[src/rtl/matrix_pkg.sv]
// Shared constants and types for the matrix multiplier's C readout path.
package matrix_pkg;

  localparam int DATA_W = 19;
  localparam int ROWS   = 8;
  localparam int COLS   = 8;
  localparam int ADDR_W = 6;
  localparam int ROW_W  = $clog2(ROWS);
  localparam int COL_W  = $clog2(COLS);
  localparam logic [ADDR_W-1:0] LAST_ADDR = ADDR_W'(ROWS * COLS - 1);

  typedef enum logic [1:0] {IDLE, READ, DRAIN} readerState_t;

  typedef struct packed {
    logic [DATA_W-1:0] data;
    logic [ROW_W-1:0]  row;
    logic [COL_W-1:0]  col;
    logic              last;
  } streamElem_t;

  localparam int ELEM_W = $bits(streamElem_t);

  // Row/col tags are the row-major address bits themselves.
  function automatic streamElem_t makeElem(input logic [DATA_W-1:0] data,
                                           input logic [ADDR_W-1:0] addr);
    streamElem_t elem;
    elem.data = data;
    elem.row  = addr[ADDR_W-1 -: ROW_W];
    elem.col  = addr[COL_W-1:0];
    elem.last = (addr == LAST_ADDR);
    return elem;
  endfunction

endpackage

[src/rtl/stream_fifo2.sv]
// Two-entry synchronous FIFO with count; used by the C reader and the A/B loaders.
module stream_fifo2 #(
  parameter int W = 8
) (
  input  logic         clk,
  input  logic         reset,
  input  logic         i_push,
  input  logic [W-1:0] i_data,
  input  logic         i_pop,
  output logic [W-1:0] o_data,
  output logic         o_full,
  output logic         o_empty,
  output logic [1:0]   o_count
);

  logic [W-1:0] r_mem [2];
  logic         r_wrPtr;
  logic         r_rdPtr;
  logic [1:0]   r_count;
  logic         w_doPush;
  logic         w_doPop;

  // A pop frees its slot in the same cycle, so push into a full FIFO is legal alongside a pop.
  assign w_doPop  = i_pop && (r_count != 2'd0);
  assign w_doPush = i_push && ((r_count != 2'd2) || w_doPop);

  always_ff @(posedge clk) begin
    if (reset) begin
      r_mem[0] <= '0;
      r_mem[1] <= '0;
      r_wrPtr  <= 1'b0;
      r_rdPtr  <= 1'b0;
      r_count  <= 2'd0;
    end else begin
      if (w_doPush) begin
        r_mem[r_wrPtr] <= i_data;
        r_wrPtr        <= ~r_wrPtr;
      end
      if (w_doPop) begin
        r_rdPtr <= ~r_rdPtr;
      end
      case ({w_doPush, w_doPop})
        2'b10:   r_count <= r_count + 2'd1;
        2'b01:   r_count <= r_count - 2'd1;
        default: r_count <= r_count;
      endcase
    end
  end

  assign o_data  = r_mem[r_rdPtr];
  assign o_full  = (r_count == 2'd2);
  assign o_empty = (r_count == 2'd0);
  assign o_count = r_count;

  assert property (@(posedge clk) disable iff (reset) !(i_push && !w_doPush))
    else $error("stream_fifo2: push dropped on full FIFO");

endmodule

[src/rtl/c_matrix_reader.sv]
// Drains the 8x8 C matrix from the C RAM after the multiply and streams it out
// row-major on valid/ready, tagged with row, column and last.
module c_matrix_reader
  import matrix_pkg::*;
(
  input  logic              clk,
  input  logic              reset,
  input  logic              i_start,
  output logic [ADDR_W-1:0] o_ram_addr,
  input  logic [DATA_W-1:0] i_ram_rd_data,
  output logic              o_out_valid,
  input  logic              i_out_ready,
  output logic [DATA_W-1:0] o_out_data,
  output logic [ROW_W-1:0]  o_out_row,
  output logic [COL_W-1:0]  o_out_col,
  output logic              o_out_last,
  output logic              o_busy,
  output logic              o_done
);

  readerState_t      r_state;
  readerState_t      w_nextState;
  logic [ADDR_W-1:0] r_readCnt;
  logic [ADDR_W-1:0] r_lastAddr;
  logic              r_inflight;
  logic              w_issue;
  logic              w_outValid;
  logic              w_pop;
  logic              w_drainDone;
  logic              w_fifoFull;
  logic              w_fifoEmpty;
  logic [1:0]        w_fifoCount;
  logic [2:0]        w_slotsAfterPop;
  logic [ELEM_W-1:0] w_headBits;
  streamElem_t       w_pushElem;
  streamElem_t       w_headElem;

  assign w_outValid = !w_fifoEmpty;
  assign w_pop      = w_outValid && i_out_ready;

  // Credit: FIFO entries plus the read in flight may not exceed the two slots,
  // counting a slot freed by this cycle's pop so a steady stream runs at one per cycle.
  assign w_slotsAfterPop = {1'b0, w_fifoCount} + {2'b0, r_inflight} - {2'b0, w_pop};
  assign w_issue         = (r_state == READ) && (w_slotsAfterPop < 3'd2);

  assign w_pushElem  = makeElem(i_ram_rd_data, r_lastAddr);
  assign w_headElem  = w_headBits;
  assign w_drainDone = w_pop && w_headElem.last && (w_fifoCount == 2'd1) && !r_inflight;

  stream_fifo2 #(
    .W (ELEM_W)
  ) u_fifo (
    .clk     (clk),
    .reset   (reset),
    .i_push  (r_inflight),
    .i_data  (w_pushElem),
    .i_pop   (w_pop),
    .o_data  (w_headBits),
    .o_full  (w_fifoFull),
    .o_empty (w_fifoEmpty),
    .o_count (w_fifoCount)
  );

  always_ff @(posedge clk) begin
    if (reset) begin
      r_state <= IDLE;
    end else begin
      r_state <= w_nextState;
    end
  end

  always_comb begin
    w_nextState = r_state;
    case (r_state)
      IDLE:    if (i_start) w_nextState = READ;
      READ:    if (w_issue && (r_readCnt == LAST_ADDR)) w_nextState = DRAIN;
      DRAIN:   if (w_drainDone) w_nextState = IDLE;
      default: w_nextState = IDLE;
    endcase
  end

  // r_lastAddr doubles as the tag of the read whose data returns next cycle.
  always_ff @(posedge clk) begin
    if (reset) begin
      r_readCnt  <= '0;
      r_lastAddr <= '0;
      r_inflight <= 1'b0;
    end else begin
      r_inflight <= w_issue;
      if (w_issue) begin
        r_lastAddr <= r_readCnt;
        if (r_readCnt != LAST_ADDR) begin
          r_readCnt <= r_readCnt + ADDR_W'(1);
        end
      end else if (r_state == IDLE) begin
        r_readCnt <= '0;
      end
    end
  end

  always_comb begin
    o_busy      = (r_state != IDLE);
    o_done      = (r_state == DRAIN) && w_drainDone;
    o_ram_addr  = w_issue ? r_readCnt : r_lastAddr;
    o_out_valid = w_outValid;
    o_out_data  = w_headElem.data;
    o_out_row   = w_headElem.row;
    o_out_col   = w_headElem.col;
    o_out_last  = w_headElem.last;
  end

  assert property (@(posedge clk) disable iff (reset) !(w_fifoFull && r_inflight && !w_pop))
    else $error("c_matrix_reader: read returned with no FIFO slot");

endmodule

[config.mk]
export PLATFORM = sky130hd
export DESIGN_NAME = c_matrix_reader
export DESIGN_NICKNAME = d
export VERILOG_FILES = /design/src/rtl/matrix_pkg.sv /design/src/rtl/stream_fifo2.sv /design/src/rtl/c_matrix_reader.sv
export SDC_FILE = /design/constraint.sdc
export NUM_CORES = 1
export LEC_CHECK = 0
export CAP_MARGIN = 20
export CORE_UTILIZATION = 30
export CTS_CLUSTER_SIZE = 16
export DETAILED_ROUTE_END_ITERATION = 12
export DONT_BUFFER_PORTS = 1
export GPL_ROUTABILITY_DRIVEN = 0
export HOLD_SLACK_MARGIN = 0.1
export PLACE_DENSITY = 0.48
export SLEW_MARGIN = 15
export SYNTH_ARGS = -nofsm -noshare
export SYNTH_HDL_FRONTEND = slang
export SYNTH_SLANG_ARGS = --single-unit
[constraint.sdc]
create_clock -name clk -period 3.32 [get_ports clk]
set_input_delay 0.332 -clock clk [delete_from_list [all_inputs] [get_ports clk]]
set_output_delay 0.332 -clock clk [all_outputs]
set_load 0.01 [all_outputs]
==> out/results.ini <==
[yosys]
ys_seq_area_frac=0.601
synth_fp_nets=274
syn-cell-area_sq_um=3260
yosysWarnings=0
synth_cell_types=42
avgSynthCellArea_sq_um=13.4
synth_cells=244
ys_ff_latch=72

[sta]
setup_slack_ns=0.130
hold_viol=0
rsz0062_at_grt=yes
fmax_mhz=314
finalClockSkew_ns=0.00527
period_share=0.961
slew_headroom=0.533
finalSetupTns_ns=0
worst_slew_pin_slew_ns=0.701
fin_hold_ws_ns=0.152
maxSlewViolCount=0
period_needed_ns=3.19
finalSetupViolCount=0

[clock_network]
cts_buffers=9
clock_latency_ns=0.33
cts.path.max_buffers=2
clkSlewWorstSetupHoldPaths_ns=0.07
tritoncts=built
clock-sinks=72
htreeDepth=3
root_buffer=clkbuf_8

[worst_setup_path]
cp_cell_sequence=inv_1 > ha_1 > nor2b_1 > ha_1 > nand2b_1 > fa_1 > nand3b_4 > nor2_4 > mux2_2
reg2regPathDepth=10
path_delay_family=adder cells
r2r-start=u_fifo.o_count[1]$_SDFFE_PP0P_
reg2reg_setup_slack_ns=0.47
slowest_stage=fa_1
critPathLaunchType=flop
path_max_fanout=8
crit_path_end_kind=output pin
slowest_delay_ns=0.53
worstSetupPathType=reg2out
r2r-end=r_readCnt[5]$_SDFFE_PP0P_
cp_num_buf_inv=1
critPathMostFrequentCell=ha_1
critPathArrivalTime_ns=2.86
worstPathRequired_ns=2.99

[worst_hold_path]
min_from=i_start
hold_path.class=in2reg
hold_path_end=r_state[0]$_SDFFE_PP0P_
holdPathStages=2

[pwr]
ir_drop_mv=0.236
power.density_nw_per_um2=719
p_leak_nw=1.36
p_total_w=0.00269

[place]
io_buffer_count=0
dpl_cell_area_sq_um=3440
dp_hpwl_um=3940
place_ws_ns=0.271

[grt]
use_met1=0.143
grt-ovfl-total=0
grt-busiest-layer=met2
grt_max_degree=27
grt.met3_usage=0.0423
antenna_found_initial=0
grt_pass1_vias=1863
gr-usage-met2=0.192
grt_pass1_wl_um=9860
track_usage=0.119

[drt]
dr.pass1.iters=4
drt_iter0_markers=21
drc=0
wire_per_inst_um=15.9
vias=1828
finalWirelength_um=6250
vias_per_cell=4.66
drt.antenna.violating_nets=0

[layout]
nets=281
fin_area_sq_um=3740
mostFrequentLayoutCells=52 x edfxtp_1, 50 x and2_1, 31 x mux2_2
drive_gt1_frac=0.246
diodes=0
final_common_cell=edfxtp_1
area_growth_pct=14.6

[floorplanning]
die_w_um=106
ioPinCount=58
num_rows=37
die_area_sq_um=11300
die_y_um=106
core-area_sq_um=10400
start_util=0.313

[flow_run]
cap_violations=0

[status]
outcome=finished, final reports clean

[timing repair]
item                                    in CTS  in global routing
gates resized for setup                      1                  2
endpoints found under the setup margin       6                  6
hold buffers                                 1                  0
buffers inserted                             0                  0
endpoints found under the hold margin       16                  0
[worst register-to-register path, delay by kind of cell, from the launching register on]
kind / cells / cell delay, ns
simple gates: 5 / 1.10
fa+ha+maj: 3 / 1.00
flops: 1 / 0.39
mux: 1 / 0.15
buf+inv: 1 / 0.09
[synth_stat cells]
cell type / n / area share
a31oi_1: 1 / 0.0019
fa_1: 1 / 0.0061
nand2_1: 4 / 0.0046
a211oi_1: 1 / 0.0023
nor3b_1: 2 / 0.0046
nor2_1: 9 / 0.010
nand3b_4: 1 / 0.0061
xor2_2: 1 / 0.0050
nand3b_1: 1 / 0.0023
xnor2_1: 1 / 0.0027
nand2b_1: 1 / 0.0019
or4_1: 2 / 0.0046
clkbuf_1: 7 / 0.0081
nor3_1: 2 / 0.0031
and4_1: 1 / 0.0027
buf_1: 2 / 0.0023
nor2b_1: 7 / 0.013
or2_2: 2 / 0.0038
dfxtp_1: 20 / 0.12
o21bai_1: 1 / 0.0023
mux2_2: 32 / 0.11
nor3b_2: 1 / 0.0038
nor2_2: 1 / 0.0019
xor2_1: 3 / 0.0081
a21oi_1: 2 / 0.0031
mux2i_1: 2 / 0.0061
nor4_1: 3 / 0.0058
nor2b_4: 1 / 0.0042
inv_1: 6 / 0.0069
o31ai_1: 2 / 0.0046
or3_1: 2 / 0.0038
o21ai_0: 2 / 0.0031
ha_1: 6 / 0.023
o21ai_2: 1 / 0.0027
o21a_2: 1 / 0.0027
a21boi_1: 2 / 0.0046
and2_1: 50 / 0.096
nand4b_1: 1 / 0.0027
nand3_1: 5 / 0.0077
nor4b_1: 1 / 0.0027
nor4_4: 1 / 0.0065
edfxtp_1: 52 / 0.48
[flip-flops by register name, summed over array words and instances (netlist names), named ones only]
name,count
u_fifo.r_mem,52
r_lastAddr,6
r_readCnt,6
r_state,2
u_fifo.o_count,2
r_inflight,1
u_fifo.r_rdPtr,1
u_fifo.r_wrPtr,1
[report_power, final]
part           switching (W)  internal, W
clock network       0.000324     0.000646
logic               0.000345     0.000240
registers          0.0000485      0.00108
total               0.000718      0.00197
[routing by layer]
metal / part of all wire / vias up / routed length [um]
met5: 0 / - / 0
met4: 0.0098 / 0 / 61
met3: 0.073 / 7 / 459
met2: 0.48 / 51 / 2990
met1: 0.44 / 886 / 2730
li1: - / 884 / -
[how the worst max path moves through the flow]
| stage | to | start | cells after the start | slack (ns) |
|---|---|---|---|---|
| after floorplan | o_ram_addr[0] | u_fifo.o_count[1]$_SDFFE_PP0P_ | 9 | 0.47 |
| after global placement | o_ram_addr[4] | u_fifo.o_count[1]$_SDFFE_PP0P_ | 9 | 0.30 |
| after detailed placement | o_ram_addr[4] | u_fifo.o_count[1]$_SDFFE_PP0P_ | 9 | 0.27 |
| after CTS | o_ram_addr[4] | u_fifo.o_count[1]$_SDFFE_PP0P_ | 9 | 0.002 |
| after global routing | o_ram_addr[3] | u_fifo.o_count[0]$_SDFFE_PP0P_ | 9 | -0.02 |
| final | o_ram_addr[3] | u_fifo.o_count[1]$_SDFFE_PP0P_ | 9 | 0.13 |
[layout make-up]
| type | count | area, sq um |
|---|---|---|
| Clock buffer | 9 | 124 |
| Clock inverter | 7 | 158 |
| Fill cell | 1036 | 6680 |
| Sequential cell | 72 | 1960 |
| Multi-Input combinational cell | 157 | 1260 |
| Timing Repair Buffer | 5 | 40.0 |
| Inverter | 6 | 22.5 |
| Tap cell | 136 | 170 |
[cell families (layout without fill, tap and decap cells)]
kind of cell,Yosys count,in the layout,synth area share
AOI/OAI and AO/OA,13,13,0.0272
xor gates and xnor gates,5,5,0.0157
adders and majority gates,7,7,0.0292
buffers and inverters,15,27,0.0173
DFF,72,72,0.601
muxes,34,34,0.117
and+or+nand+nor,98,98,0.193
[through the flow]
step,std cells,util
2_1_floorplan,244,-
3_3_place_gp,375,0.330
3_5_place_dp,375,0.330
4_1_cts,392,0.358
5_1_grt,392,0.359
6_report,392,0.359
Note: power is estimated with default switching activity, not from simulation.
